File: config.mk
export PLATFORM = sky130hd
export DESIGN_NAME = mp_core
export DESIGN_NICKNAME = d
export VERILOG_FILES = /design/src/rtl/mp_core.sv
export SDC_FILE = /design/constraint.sdc
export NUM_CORES = 1
export LEC_CHECK = 0
export ABC_AREA = 1
export BUFFER_PORTS_ARGS = -buffer_cell sky130_fd_sc_hd__buf_4
export CAP_MARGIN = 20
export CORE_UTILIZATION = 25
export DETAILED_ROUTE_END_ITERATION = 16
export GPL_ROUTABILITY_DRIVEN = 0
export GPL_TIMING_DRIVEN = 0
export SYNTH_ARGS = -nofsm -noshare
export SYNTH_HDL_FRONTEND = slang
export SYNTH_SLANG_ARGS = --single-unit
File: constraint.sdc
create_clock -name clk -period 6.3 [get_ports clk]
set_input_delay 0.315 -clock clk [delete_from_list [all_inputs] [get_ports clk]]
set_output_delay 0.315 -clock clk [all_outputs]
set_load 0.005 [all_outputs]
File: src/rtl/mp_core.sv
// mp_core: multicycle 16-bit-instruction core with a FETCH/EXEC/WB/HALT FSM,
// a wait-state tolerant fetch port, an 8 x DW register file and carry/zero flags.
module mp_core #(
    parameter int unsigned DW  = 8,
    parameter int unsigned PCW = 8
) (
    input  logic           clk,
    input  logic           rst_n,
    output logic           imem_req,
    output logic [PCW-1:0] imem_addr,
    input  logic           imem_valid,
    input  logic [15:0]    imem_rdata,
    output logic [15:0]    ir_data,
    output logic [PCW-1:0] pc,
    output logic           cy,
    output logic           zero,
    output logic           halted,
    output logic           wb_en,
    output logic [2:0]     wb_addr,
    output logic [DW-1:0]  wb_data
);

    typedef enum logic [1:0] {StFetch, StExec, StWb, StHalt} state_e;

    state_e         r_state;
    state_e         w_state_next;

    // Architectural state
    logic [15:0]    r_ir;
    logic [PCW-1:0] r_pc;
    logic           r_cy;
    logic           r_zero;
    logic [DW-1:0]  r_rf [8];

    // EXEC -> WB pipeline registers
    logic [DW-1:0]  r_res;
    logic           r_res_cy;
    logic           r_res_zero;
    logic           r_flag_we;
    logic           r_rf_we;
    logic [2:0]     r_wb_addr;
    logic [PCW-1:0] r_pc_next;

    // Decode
    logic [3:0]     w_op;
    logic [2:0]     w_rd;
    logic [2:0]     w_rs1;
    logic [2:0]     w_rs2;
    logic [7:0]     w_imm;
    logic [DW-1:0]  w_a;
    logic [DW-1:0]  w_b;

    // Execute
    logic [DW:0]    w_sum;
    logic [DW-1:0]  w_alu_res;
    logic           w_alu_cy;
    logic           w_is_alu;
    logic           w_is_wr;
    logic           w_taken;
    logic [PCW-1:0] w_pc_seq;

    assign w_op  = r_ir[15:12];
    assign w_rd  = r_ir[11:9];
    assign w_rs1 = r_ir[8:6];
    assign w_rs2 = r_ir[5:3];
    assign w_imm = r_ir[7:0];
    assign w_a   = r_rf[w_rs1];
    assign w_b   = r_rf[w_rs2];

    // Wraps modulo 2^PCW naturally
    assign w_pc_seq = r_pc + PCW'(1);

    // FSM state register
    always_ff @(posedge clk or negedge rst_n) begin
        if (!rst_n) begin
            r_state <= StFetch;
        end else begin
            r_state <= w_state_next;
        end
    end

    // FSM next state; HALT is only left through reset
    always_comb begin
        w_state_next = r_state;
        case (r_state)
            StFetch: if (imem_valid) w_state_next = StExec;
            StExec:  w_state_next = (w_op == 4'hF) ? StHalt : StWb;
            StWb:    w_state_next = StFetch;
            StHalt:  w_state_next = StHalt;
            default: w_state_next = StFetch;
        endcase
    end

    // FSM outputs; the request is held low while reset is asserted
    always_comb begin
        imem_req = 1'b0;
        halted   = 1'b0;
        wb_en    = 1'b0;
        case (r_state)
            StFetch: imem_req = rst_n;
            StWb:    wb_en    = r_rf_we;
            StHalt:  halted   = 1'b1;
            default: ;
        endcase
    end

    // ALU and instruction class decode
    always_comb begin
        w_sum     = '0;
        w_alu_res = '0;
        w_alu_cy  = 1'b0;
        w_is_alu  = 1'b0;
        w_is_wr   = 1'b0;
        w_taken   = 1'b0;
        case (w_op)
            4'h1: begin
                w_sum     = {1'b0, w_a} + {1'b0, w_b};
                w_alu_res = w_sum[DW-1:0];
                w_alu_cy  = w_sum[DW];
                w_is_alu  = 1'b1;
            end
            4'h2: begin
                // Borrow appears in the extra bit when rs1 < rs2
                w_sum     = {1'b0, w_a} - {1'b0, w_b};
                w_alu_res = w_sum[DW-1:0];
                w_alu_cy  = w_sum[DW];
                w_is_alu  = 1'b1;
            end
            4'h3: begin
                w_alu_res = w_a & w_b;
                w_is_alu  = 1'b1;
            end
            4'h4: begin
                w_alu_res = w_a | w_b;
                w_is_alu  = 1'b1;
            end
            4'h5: begin
                w_alu_res = w_a ^ w_b;
                w_is_alu  = 1'b1;
            end
            4'h6: begin
                w_alu_res = w_a << 1;
                w_alu_cy  = w_a[DW-1];
                w_is_alu  = 1'b1;
            end
            4'h7: begin
                w_alu_res = w_a >> 1;
                w_alu_cy  = w_a[0];
                w_is_alu  = 1'b1;
            end
            4'h8: w_alu_res = DW'(w_imm);
            4'h9: w_taken   = 1'b1;
            4'hA: w_taken   = r_zero;
            4'hB: w_taken   = r_cy;
            default: ;
        endcase
        w_is_wr = w_is_alu | (w_op == 4'h8);
    end

    // Instruction register, loaded only on an accepted fetch
    always_ff @(posedge clk or negedge rst_n) begin
        if (!rst_n) begin
            r_ir <= '0;
        end else if (r_state == StFetch && imem_valid) begin
            r_ir <= imem_rdata;
        end
    end

    // EXEC captures the results; nothing architectural changes until WB
    always_ff @(posedge clk or negedge rst_n) begin
        if (!rst_n) begin
            r_res      <= '0;
            r_res_cy   <= 1'b0;
            r_res_zero <= 1'b0;
            r_flag_we  <= 1'b0;
            r_rf_we    <= 1'b0;
            r_wb_addr  <= '0;
            r_pc_next  <= '0;
        end else if (r_state == StExec) begin
            r_res      <= w_alu_res;
            r_res_cy   <= w_alu_cy;
            r_res_zero <= (w_alu_res == '0);
            r_flag_we  <= w_is_alu;
            r_rf_we    <= w_is_wr;
            r_wb_addr  <= w_rd;
            r_pc_next  <= w_taken ? w_imm[PCW-1:0] : w_pc_seq;
        end
    end

    // WB commits pc and flags
    always_ff @(posedge clk or negedge rst_n) begin
        if (!rst_n) begin
            r_pc   <= '0;
            r_cy   <= 1'b0;
            r_zero <= 1'b0;
        end else if (r_state == StWb) begin
            r_pc <= r_pc_next;
            if (r_flag_we) begin
                r_cy   <= r_res_cy;
                r_zero <= r_res_zero;
            end
        end
    end

    // Register file write port, active only in WB
    always_ff @(posedge clk or negedge rst_n) begin
        if (!rst_n) begin
            for (int i = 0; i < 8; i++) begin
                r_rf[i] <= '0;
            end
        end else if (r_state == StWb && r_rf_we) begin
            r_rf[r_wb_addr] <= r_res;
        end
    end

    assign imem_addr = r_pc;
    assign pc        = r_pc;
    assign ir_data   = r_ir;
    assign cy        = r_cy;
    assign zero      = r_zero;
    assign wb_addr   = r_wb_addr;
    assign wb_data   = r_res;

endmodule

==> impl_summary.txt <==
----------------------------------------------------
[Power]
  VDD IR max ... around 0.00016 V
  Leakage Power ... approximately 0.0045 uW
  Internal power consumption ... 1480 uW
  Switching share of power ... 20.3%
  Part of the total power dissipated in combinational logic ... 1.4%
  Share of power burned in the clock network ... 58.7%
  P per Cell Area ... slightly above 200 nW/um^2
  Net switching component of the power ... 377 uW
  Fraction of power consumed by sequential logic ... 39.8%

[Critical path]
  Critical-path cell with the highest stage delay ... sky130_fd_sc_hd__clkbuf_1
  Stage delay of the slowest cell on the critical path ... around 0.60 ns
  Most frequent cell on the critical path ... sky130_fd_sc_hd__nand2_1
  RR Endpoint ... r_res_zero
  Endpoint kind of the worst setup timing path ... flop
  Worst R2R Setup Slack ... 2.20 ns
  Highest net fanout along the worst path ... 10
  Crit Path Class ... flop to flop
  Worst Reg-to-Reg Cells ... 19
  Worst endpoint required time ... 6.66 ns
  Chain of cells forming the critical path ... buf_2 -> clkbuf_1 -> o21ai_0 -> nand2_1 -> inv_1 -> o21ai_0 -> inv_1 -> fa_1 -> inv_1 -> nand2_1 -> nand2_1 -> nand3_1 -> nand3_1 -> nand3_1 -> nor2_1 -> nand3_1 -> nor2_1 -> nand2_1 -> nand2_1
  Critical path arrival ... 4.46 ns
  Kind of start point of the critical path ... flop
  Start point of the critical path ... ir_data[3]
  Worst setup path endpoint ... r_res_zero
  Source of the worst register-to-register timing path ... ir_data[3]

[Final layout]
  Combined area of the multi-input logic cells ... roughly 3700 sq um
  Share of layout cells above drive strength 1 ... 13.9%
  Most common library cell in the layout ignoring fill and taps ... sky130_fd_sc_hd__nand2_1
  Non-filler instance count after layout ... 1542
  Area growth syn-to-layout ... 22.3%
  Antenna diode count ... 0
  FF/Latch Area ... 2880 sq um
  Post-route core utilization ... 31.4%
  Highest-count cells in the layout ignoring fill and taps ... sky130_fd_sc_hd__nand2_1 (270), sky130_fd_sc_hd__inv_1 (154), sky130_fd_sc_hd__o21ai_0 (125)
  Filler Cells Inserted ... about 3100
  Final net count ... between 1000 and 1500

[Synthesis]
  Sequential cell area fraction in the yosys report ... 38.5%
  Async set-or-reset flop fraction in the synthesized netlist ... 100%
  Mapped Area ... 7480 sq um
  Number of storage elements in the synthesis netlist ... approximately 120
  Mapped Nets ... 1105
  Avg Inst Size Synth ... between 7 and 8 sq um
  Number of warnings reported in the yosys synthesis log ... 0
  Gate count of the mapped netlist ... 1059
  Distinct cell type count after synthesis ... 38
  Number of synthesized flops with an enable pin ... 0
  Most used flip-flop cell after synthesis ... sky130_fd_sc_hd__dfrtp_1

[Floorplan]
  Die width ... 175 microns
  Row Count ... 62
  Height of the chip ... 175 microns
  Initial standard-cell utilization of the core ... roughly 26%
  Floorplan die area ... 30600 sq um
  I/O pin cnt ... 67
  Core area ... 29100 sq um

[Hold path]
  Hold WC Path Type ... input pin to flop

[Global routing]
  Vias in the first global route ... 7117
  Global routing usage summed across all routing layers ... 16.8%
  Sum of overflow across all layers after global routing ... 0
  Initial antenna violation count ... 0
  Pin count of the biggest net entering global routing ... 79
  First-pass GRT wire length ... 39400 microns

[Timing]
  Relative max-transition margin ... approximately two fifths
  Ratio of final minimum period to clock period ... roughly two thirds
  Final setup viols ... 0
  Clock Skews ... 0.00755 ns
  Time the worst path needs with I/O delays and setup ... 4.10 ns
  Setup repair after global routing missed its margin ... false
  Count of final hold-check violations ... 0
  Number of pins with negative max-slew slack in the final report ... 0
  Top achievable clock speed ... between 200 and 250 MHz
  Slew of the pin with the lowest slew margin ... 0.910 ns
  TNS Setup ... 0 ns

[CTS]
  Root Buffer Master ... sky130_fd_sc_hd__clkbuf_16
  CTS clk-pin slew, worst paths ... 0.06 ns
  Clock Latency Late Sink ... ~0.42 ns
  TritonCTS clock tree ... done
  CTS Buf Count ... 17
  H-tree level count ... 4
  Max Buffers Root-to-Sink ... 2
  Clock sink count ... 115

[Detailed routing]
  Met3 wire len ... 1540 microns
  Via count ... ~7400
  DRT iter0 DRCs ... 730
  Post-route met1 wirelength ... 11100 microns
  Via density ... 4.77
  Drt total wl ... 25000 microns
  Number of nets with antenna violations after detailed routing ... 0
  Uppermost routed layer ... met4
  Average routed wire per standard cell ... ~16 microns
  DR WL met2 ... 11400 microns
  DRC viols ... 0
  Pre-antenna DRT Iters ... 5

[Placed design]
  Placed Instances ... between 1500 and 2000
  Count of input and output buffers ... 66
  Post-DP HPWL ... 18800 microns

[Job]
  Max capacitance violation total ... 0

[Outcome]
  Result of the run ... finished clean

----------------------------------------------------
[worst min-delay path by stage]
stage	startpoint	endpoint	slack (ns)	cells after the start
after detailed placement	rst_n	wb_addr[1]	0.25	1
after global routing	imem_rdata[2]	ir_data[2]	0.14	2
after floorplan	rst_n	cy	0.02	0
after global placement	r_rf[11]	r_rf[11]	0.47	2
final	imem_rdata[0]	ir_data[0]	0.14	3
after CTS	imem_rdata[0]	ir_data[0]	0.13	3
[metrics by stage]
stage                     power (uW)  instance area (sq um)  worst slack [ns]  hold slack, ns
after floorplan                  752                   7480              3.49          0.0194
after global placement           777                   8450              2.37           0.475
after detailed placement         780                   8480              2.30           0.255
after CTS                       1870                   9140              2.28           0.129
after global routing            1900                   9140              1.98           0.142
final                           1860                   9140              2.20           0.135
[layout make-up]
type	count	area share [%]
Buffer	56	3.71
Clock buffer	22	5.19
Tap cell	384	5.25
Sequential cell	115	31.5
Timing Repair Buffer	68	5.87
Clock inverter	9	1.93
Inverter	159	6.55
Multi-Input combinational cell	729	40.0
[worst max-delay path: cells and delay by family, from the launching register on]
kind                     cells  cell delay (ns)
AO/OA/AOI/OAI                2             0.75
adder cells (fa/ha/maj)      1             0.45
buffers and inverters        5             1.31
flip-flops                   1             0.39
AND/OR/NAND/NOR             11             1.14
[kinds of logic after synthesis]
logic type,count (synthesis),share of synthesized area [%]
flops,115,38.5
simple gates,467,27.5
xor+xnor,5,0.586
compound gates,227,15.7
mux,3,0.452
fa+ha+maj,27,4.72
buf+inv,215,12.6
[per-layer routing]
metal,global-route usage [%],vias to the layer above
li1,-,3549
met1,21.7,3461
met2,27.0,286
met3,3.29,60
met4,8.01,0
met5,0,-
[Yosys cell counts (all sizes together) (2+ instances only)]
cell type / count / area [sq um]
a21oi: 66 / 330
buf: 43 / 290
clkbuf: 13 / 48.8
dfrtp: 115 / 2880
fa: 2 / 40.0
ha: 25 / 313
inv: 159 / 599
mux2: 3 / 33.8
nand2: 271 / 1020
nand3: 102 / 536
nand3b: 2 / 15.0
nand4: 4 / 25.0
nor2: 81 / 390
nor3: 3 / 37.5
o211ai: 2 / 15.0
o21ai: 150 / 769
o22ai: 6 / 37.5
or2: 3 / 18.8
xor2: 4 / 35.0
[sequential cells by signal, indices dropped and copies added, names as in the netlist]
register	cells
r_flag_we	1
r_res_cy	1
wb_addr	3
r_rf_we	1
imem_addr	8
ir_data	16
r_pc_next	8
r_rf	64
cy	1
wb_data	8
zero	1
r_res_zero	1
r_state	2
[timing repair]
action,CTS,global route
hold buffers,1,0
buffers inserted,0,0
resized for setup,0,0
hold endpoints to repair,37,0
[power groups by stage]
stage                     registers, uW  logic (uW)  clock network, uW
after floorplan                     752       0.148                  0
after global placement              752        25.1                  0
after detailed placement            752        27.8                  0
after CTS                           739        28.3               1100
after global routing                739        30.6               1130
final                               739        26.7               1090
No activity file was read; power rests on OpenSTA's default activity.
